### src/rtl/adder_tree_pkg.sv
// Shared defaults and width helpers for the pipelined adder tree.
// The optional accumulator is enabled by defining ADDER_TREE_ACC_EN.
package adder_tree_pkg;

    localparam int DEF_WIDTH    = 15;
    localparam int DEF_LEVELS   = 3;
    localparam int DEF_ACC_BITS = 8;

    // Width of the partial sums leaving adder level lv (lv = 0 is the operands).
    function automatic int stage_w(input int width, input int lv);
        return width + lv;
    endfunction

    // Bit offset of level lv inside a flat bus holding every level back to back.
    function automatic int level_off(input int width, input int n, input int lv);
        int off;
        off = 0;
        for (int j = 0; j < lv; j++) begin
            off += (n >> j) * stage_w(width, j);
        end
        return off;
    endfunction

endpackage

### src/rtl/adder_tree_node.sv
// One registered unsigned two-input adder with its own valid bit and hold enable.
// The result is one bit wider than the operands, so nothing is ever truncated.
module adder_tree_node
    import adder_tree_pkg::*;
#(
    parameter int IN_W     = DEF_WIDTH,
    parameter bit RST_DATA = 1'b0
) (
    input  logic            clk,
    input  logic            rst,
    input  logic            en,
    input  logic            in_vld,
    input  logic [IN_W-1:0] a,
    input  logic [IN_W-1:0] b,
    output logic            out_vld,
    output logic [IN_W:0]   sum
);

    always_ff @(posedge clk or posedge rst) begin
        if (rst) begin
            out_vld <= 1'b0;
        end else if (en) begin
            out_vld <= in_vld;
        end
    end

    // Only the last level clears its data; it is what the consumer sees.
    if (RST_DATA) begin : g_rst_data
        always_ff @(posedge clk or posedge rst) begin
            if (rst) begin
                sum <= '0;
            end else if (en && in_vld) begin
                sum <= {1'b0, a} + {1'b0, b};
            end
        end
    end else begin : g_free_data
        always_ff @(posedge clk) begin
            if (en && in_vld) begin
                sum <= {1'b0, a} + {1'b0, b};
            end
        end
    end

endmodule

### src/rtl/adder_tree_pipe.sv
// Pipelined binary adder tree: input capture stage plus one registered level per adder level.
// Define ADDER_TREE_ACC_EN to add the acc_clr/acc_sum running accumulator.
module adder_tree_pipe
    import adder_tree_pkg::*;
#(
    parameter int WIDTH    = DEF_WIDTH,
    parameter int LEVELS   = DEF_LEVELS,
    parameter int ACC_BITS = DEF_ACC_BITS
) (
    input  logic                          clk,
    input  logic                          rst,
    input  logic                          in_valid,
    output logic                          in_ready,
    input  logic [(WIDTH<<LEVELS)-1:0]    in_data,
    output logic                          out_valid,
    input  logic                          out_ready,
    output logic [WIDTH+LEVELS-1:0]       out_sum
`ifdef ADDER_TREE_ACC_EN
    ,
    input  logic                          acc_clr,
    output logic [WIDTH+LEVELS+ACC_BITS-1:0] acc_sum
`endif
);

    localparam int N       = 1 << LEVELS;
    localparam int SUM_W   = stage_w(WIDTH, LEVELS);
    localparam int OUT_OFF = level_off(WIDTH, N, LEVELS);
    localparam int BUS_W   = OUT_OFF + SUM_W;

    if (LEVELS < 1 || LEVELS > 6 || WIDTH < 1 || ACC_BITS < 0) begin : g_bad_cfg
        $error("adder_tree_pipe: illegal WIDTH/LEVELS/ACC_BITS");
    end

    // A full output register that is not being taken freezes the whole pipe.
    logic stall;
    logic adv;

    assign stall    = out_valid & ~out_ready;
    assign adv      = ~stall;
    assign in_ready = adv;

    // Every level's partial sums live back to back in one flat bus.
    logic [BUS_W-1:0] tree_bus;
    logic [LEVELS:0]  vld_lv;

    // Stage 0: operand capture
    logic [N*WIDTH-1:0] opnd_p0;
    logic               vld_p0;

    always_ff @(posedge clk or posedge rst) begin
        if (rst) begin
            vld_p0 <= 1'b0;
        end else if (adv) begin
            vld_p0 <= in_valid;
        end
    end

    always_ff @(posedge clk) begin
        if (adv && in_valid) begin
            opnd_p0 <= in_data;
        end
    end

    assign tree_bus[N*WIDTH-1:0] = opnd_p0;
    assign vld_lv[0]             = vld_p0;

    // Stages 1..LEVELS: adder levels, operands 2k and 2k+1 pair
    for (genvar lv = 1; lv <= LEVELS; lv++) begin : g_lvl
        localparam int IW      = stage_w(WIDTH, lv - 1);
        localparam int NODES   = N >> lv;
        localparam int SRC_OFF = level_off(WIDTH, N, lv - 1);
        localparam int DST_OFF = level_off(WIDTH, N, lv);

        logic [NODES-1:0] node_vld;

        for (genvar nd = 0; nd < NODES; nd++) begin : g_node
            adder_tree_node #(
                .IN_W     (IW),
                .RST_DATA (lv == LEVELS)
            ) u_node (
                .clk     (clk),
                .rst     (rst),
                .en      (adv),
                .in_vld  (vld_lv[lv-1]),
                .a       (tree_bus[SRC_OFF + (2*nd)*IW     +: IW]),
                .b       (tree_bus[SRC_OFF + (2*nd + 1)*IW +: IW]),
                .out_vld (node_vld[nd]),
                .sum     (tree_bus[DST_OFF + nd*(IW + 1)   +: IW + 1])
            );
        end

        // All lanes of a level advance in lockstep, so their valid bits agree.
        assign vld_lv[lv] = &node_vld;
    end

    assign out_valid = vld_lv[LEVELS];
    assign out_sum   = tree_bus[OUT_OFF +: SUM_W];

`ifdef ADDER_TREE_ACC_EN
    localparam int ACC_W = SUM_W + ACC_BITS;

    logic out_xfer;

    assign out_xfer = out_valid & out_ready;

    // Clear wins over accumulate but still keeps a result leaving this cycle.
    always_ff @(posedge clk or posedge rst) begin
        if (rst) begin
            acc_sum <= '0;
        end else if (acc_clr) begin
            acc_sum <= out_xfer ? ACC_W'(out_sum) : '0;
        end else if (out_xfer) begin
            acc_sum <= acc_sum + ACC_W'(out_sum);
        end
    end
`endif

endmodule

### config.mk
export PLATFORM = sky130hd
export DESIGN_NAME = adder_tree_pipe
export DESIGN_NICKNAME = d
export VERILOG_FILES = /design/src/rtl/adder_tree_pkg.sv /design/src/rtl/adder_tree_node.sv /design/src/rtl/adder_tree_pipe.sv
export SDC_FILE = /design/constraint.sdc
export NUM_CORES = 1
export LEC_CHECK = 0
export BUFFER_PORTS_ARGS = -buffer_cell sky130_fd_sc_hd__buf_2
export CAP_MARGIN = 5
export CORE_MARGIN = 1.5
export CORE_UTILIZATION = 30
export CTS_CLUSTER_SIZE = 30
export DETAILED_ROUTE_END_ITERATION = 6
export SLEW_MARGIN = 20
export SYNTH_ARGS = -nofsm -noshare
export SYNTH_HDL_FRONTEND = slang
export SYNTH_SLANG_ARGS = --single-unit
export TNS_END_PERCENT = 30
### constraint.sdc
create_clock -name clk -period 4.99 [get_ports clk]
set_input_delay 0.998 -clock clk [delete_from_list [all_inputs] [get_ports clk]]
set_output_delay 0.998 -clock clk [all_outputs]
set_load 0.05 [all_outputs]
==> flow_summary.ini <==
[run_status]
status = completed

[sta]
hold_viol_final = 0
tightest_slew_ps = 825
final.setup.tns_ps = 0
period_share_pct = 56.8
rsz0062_at_grt = no
whs_ps = 469
max_freq_mhz = 353
fin_crit_ps = 2840
setup_viol = 0
skew_ps = 7.62
slew_headroom_pct = 44.9
slew_violations = 0

[route]
drtPass1Iterations = 4
drtAntennaViolNets = 0
vias = 7582
drc = 0
post_drt_wl_per_cell_um = 14.6
via_per_inst = 4.64
wl_um = 23900
first_iter_violations = 309

[power_and_ir_drop]
p_int_w = 0.00554
ir_worst_vdd_mv = 0.250
power_frac_seq_pct = 36.4
pwr-share-comb_pct = 41.8
p_sw_share_pct = 36.4
power.share.clock_pct = 21.8
p_leak_nw = 5.80
p_per_area_mw_per_mm2 = 605
p_switching_w = 0.00318

[logic_synthesis]
synth-xor-area-share_pct = 5.81
netlist_top_cells_area = edfxtp_1 54%, ha_1 11%, dfrtp_1 4.5%
synth_top_area_share_pct = 53.7
synth_compound_area_share_pct = 14.4
synth_ff_type = edfxtp_1
yosysMostFrequentCell = edfxtp_1
synth_edf_count = 218
ys_seq_area_share_pct = 58.2
ys_ff_latch = 240
ys_warn_count = 0
avgSynthCellArea_sq_um = 13.2
async_flop_share_pct = 9.17
synth_top_family_by_area = compound AO/OA/AOI/OAI gates
synthTopCellsByCount = 218 x edfxtp_1, 109 x ha_1, 70 x a21oi_1
synth-simple-area-share_pct = 6.93
synth_fp_nets = 1167
ys_types = 66
synth_cells = 927
muxShareOfSynthArea_pct = 0.779
syn_area_sq_mm = 0.0122
yosysTopAreaCell = edfxtp_1
yosys.area_share.adder_pct = 12.3

[floorplan]
core_area_sq_mm = 0.0399
die_w_um = 205
start_util_pct = 30.6
ios = 144
dieArea_sq_mm = 0.0419
die_y_um = 205
num_rows = 73

[placement]
gp_congestion = 0.826
dp_hpwl_um = 18200
io_buffers = 143

[clock_network]
postCtsHoldBufs = 0
cts_root_buf = clkbuf_16
cts.path.max_buffers = 3
numCtsBuffers = 27
h-tree-depth = 1
cts_setup_buffers = 0
path_clk_slew_ps = 60
cts_tree = yes
ctsResizeCount = 0
clock_sinks = 240
clock_latency_ps = 530

[critical_path]
cp_max_fo = 3
worst-path-buf-inv = 1
crit_chain = ha_1 -> inv_1 -> fa_1 -> nor2b_1 -> o21ai_0 -> a21boi_0 -> o21ai_0 -> a211oi_1 -> mux2i_1 -> o2111ai_1
worst_path_max_delay_cell = a211oi_1
reg2regPathDepth = 10
r2r-end = g_lvl[1].g_node[2].u_node.sum[10]$_DFFE_PP_
crit_required_ps = 5260
crit_path_end_kind = flop
worst-r2r-setup-slack_ps = 2150
critPathKind = flop to flop
max_stage_delay_ps = 460
worst_ep_arrival_time_ps = 3100
start_kind = flop
reg2reg_from = opnd_p0[75]$_DFFE_PP_
path_delay_family = compound AO/OA/AOI/OAI gates
crit_path_frequent_cell = o21ai_0

[run]
max_cap_violations = 0

[grt]
grt_pass1_vias = 7716
grt_max_degree = 61
antenna_found_initial = 0
grt_pass1_wl_um = 38700
grt.total_usage_pct = 11.5
grt_overflow_total = 0

[worst_hold_path]
hold_class = flop to flop
holdPathEnd = g_lvl[3].g_node[0].u_node.sum[15]$_DFFE_PP0P_
hold_depth = 2
worstHoldStart = g_lvl[3].g_node[0].u_node.sum[15]$_DFFE_PP0P_

[final_layout]
syn_to_final_growth_pct = 18.2
layout-drive-gt1-share_pct = 19.4
antenna_cells = 0
final_util_pct = 36.1
nets = 1329
[per-layer routing]
metal / vias to the layer above / global-route usage, % / part of all wire, %
li1: 3844 / - / -
met1: 3571 / 15.4 / 47
met2: 129 / 18.8 / 46
met3: 38 / 2.05 / 4.4
met4: 0 / 3.55 / 2.3
met5: - / 0 / 0
[kinds of logic (layout without fill, tap and decap cells)]
group                      count (synthesis)  count (layout)
xor gates and xnor gates                  81              81
buffers and inverters                     49             230
DFF                                      240             240
AOI/OAI and AO/OA                        258             258
and+or+nand+nor                          174             174
muxes                                      9               9
adders and majority gates                116             116
[power groups by stage]
stage | Combinational (W) | Sequential [W] | Clock, W
final | 0.00364 | 0.00318 | 0.00190
after global routing | 0.00410 | 0.00323 | 0.00204
after CTS | 0.00366 | 0.00320 | 0.00197
after detailed placement | 0.00364 | 0.00324 | 0
after global placement | 0.00358 | 0.00323 | 0
after floorplan | 0.00258 | 0.00341 | 0
[how the worst max path moves through the flow]
| stage | from | endpoint | slack, ps | cells past startpoint |
|---|---|---|---|---|
| floorplan | out_ready | opnd_p0[0]$_DFFE_PP_ | 1190 | 3 |
| CTS | opnd_p0[75]$_DFFE_PP_ | g_lvl[1].g_node[2].u_node.sum[10]$_DFFE_PP_ | 2110 | 10 |
| detailed placement | out_ready | g_lvl[1].g_node[0].u_node.sum[1]$_DFFE_PP_ | 1830 | 4 |
| global placement | out_ready | g_lvl[1].g_node[0].u_node.sum[1]$_DFFE_PP_ | 1890 | 4 |
| finish | opnd_p0[75]$_DFFE_PP_ | g_lvl[1].g_node[2].u_node.sum[10]$_DFFE_PP_ | 2150 | 10 |
| global route | opnd_p0[15]$_DFFE_PP_ | g_lvl[1].g_node[0].u_node.sum[14]$_DFFE_PP_ | 1940 | 9 |
[worst reg2reg max path: stages, from the launching register on]
cell and delay (ps):
edfxtp_1 330, ha_1 160, inv_1 60, fa_1 390
nor2b_1 110, o21ai_0 100, a21boi_0 410, o21ai_0 180
a211oi_1 460, mux2i_1 240, o2111ai_1 130
[sequential cells by signal, summed over array words and instances (netlist names)]
| register | count |
|---|---|
| g_lvl.g_node.u_node.sum | 116 |
| opnd_p0 | 120 |
| g_lvl.g_node.u_node.out_vld | 3 |
| vld_p0 | 1 |
[cells in the final DEF, fill, tap and decap left out, types with 6 or more instances in the layout]
| cell type | n |
|---|---|
| or2_2 | 6 |
| a31oi_1 | 10 |
| o21bai_1 | 14 |
| o21ai_0 | 51 |
| nand4_1 | 7 |
| buf_2 | 143 |
| edfxtp_1 | 218 |
| nand3_1 | 14 |
| a211oi_1 | 6 |
| inv_1 | 34 |
| o21a_1 | 12 |
| ha_1 | 109 |
| nor2b_1 | 11 |
| a21oi_1 | 70 |
| nor2_1 | 41 |
| a211o_1 | 6 |
| nand2_1 | 51 |
| xor2_1 | 31 |
| fa_1 | 7 |
| dfrtp_1 | 22 |
| xnor2_1 | 50 |
| nand2b_1 | 8 |
| nor3_1 | 13 |
| clkbuf_16 | 27 |
| a21o_1 | 44 |
[area by class of cell]
type	count	area (sq um)
clock inverters	15	133
well taps	525	657
multi-input cells	638	4920
fillers	3883	25500
repair buffers	148	766
inverters	34	128
flip-flops and latches	240	7100
clock buffers	33	718
[through the flow]
stage / setup slack (ps) / total power (W) / std cells / cell area (sq um)
CTS: 2110 / 0.00883 / 1632 / 14400
finish: 2150 / 0.00872 / 1633 / 14400
detailed placement: 1830 / 0.00688 / 1584 / 13500
floorplan: 1190 / 0.00599 / 927 / 12200
global placement: 1890 / 0.00681 / 1584 / 13500
global route: 1940 / 0.00937 / 1633 / 14400
(Power assumes the default switching activity.)
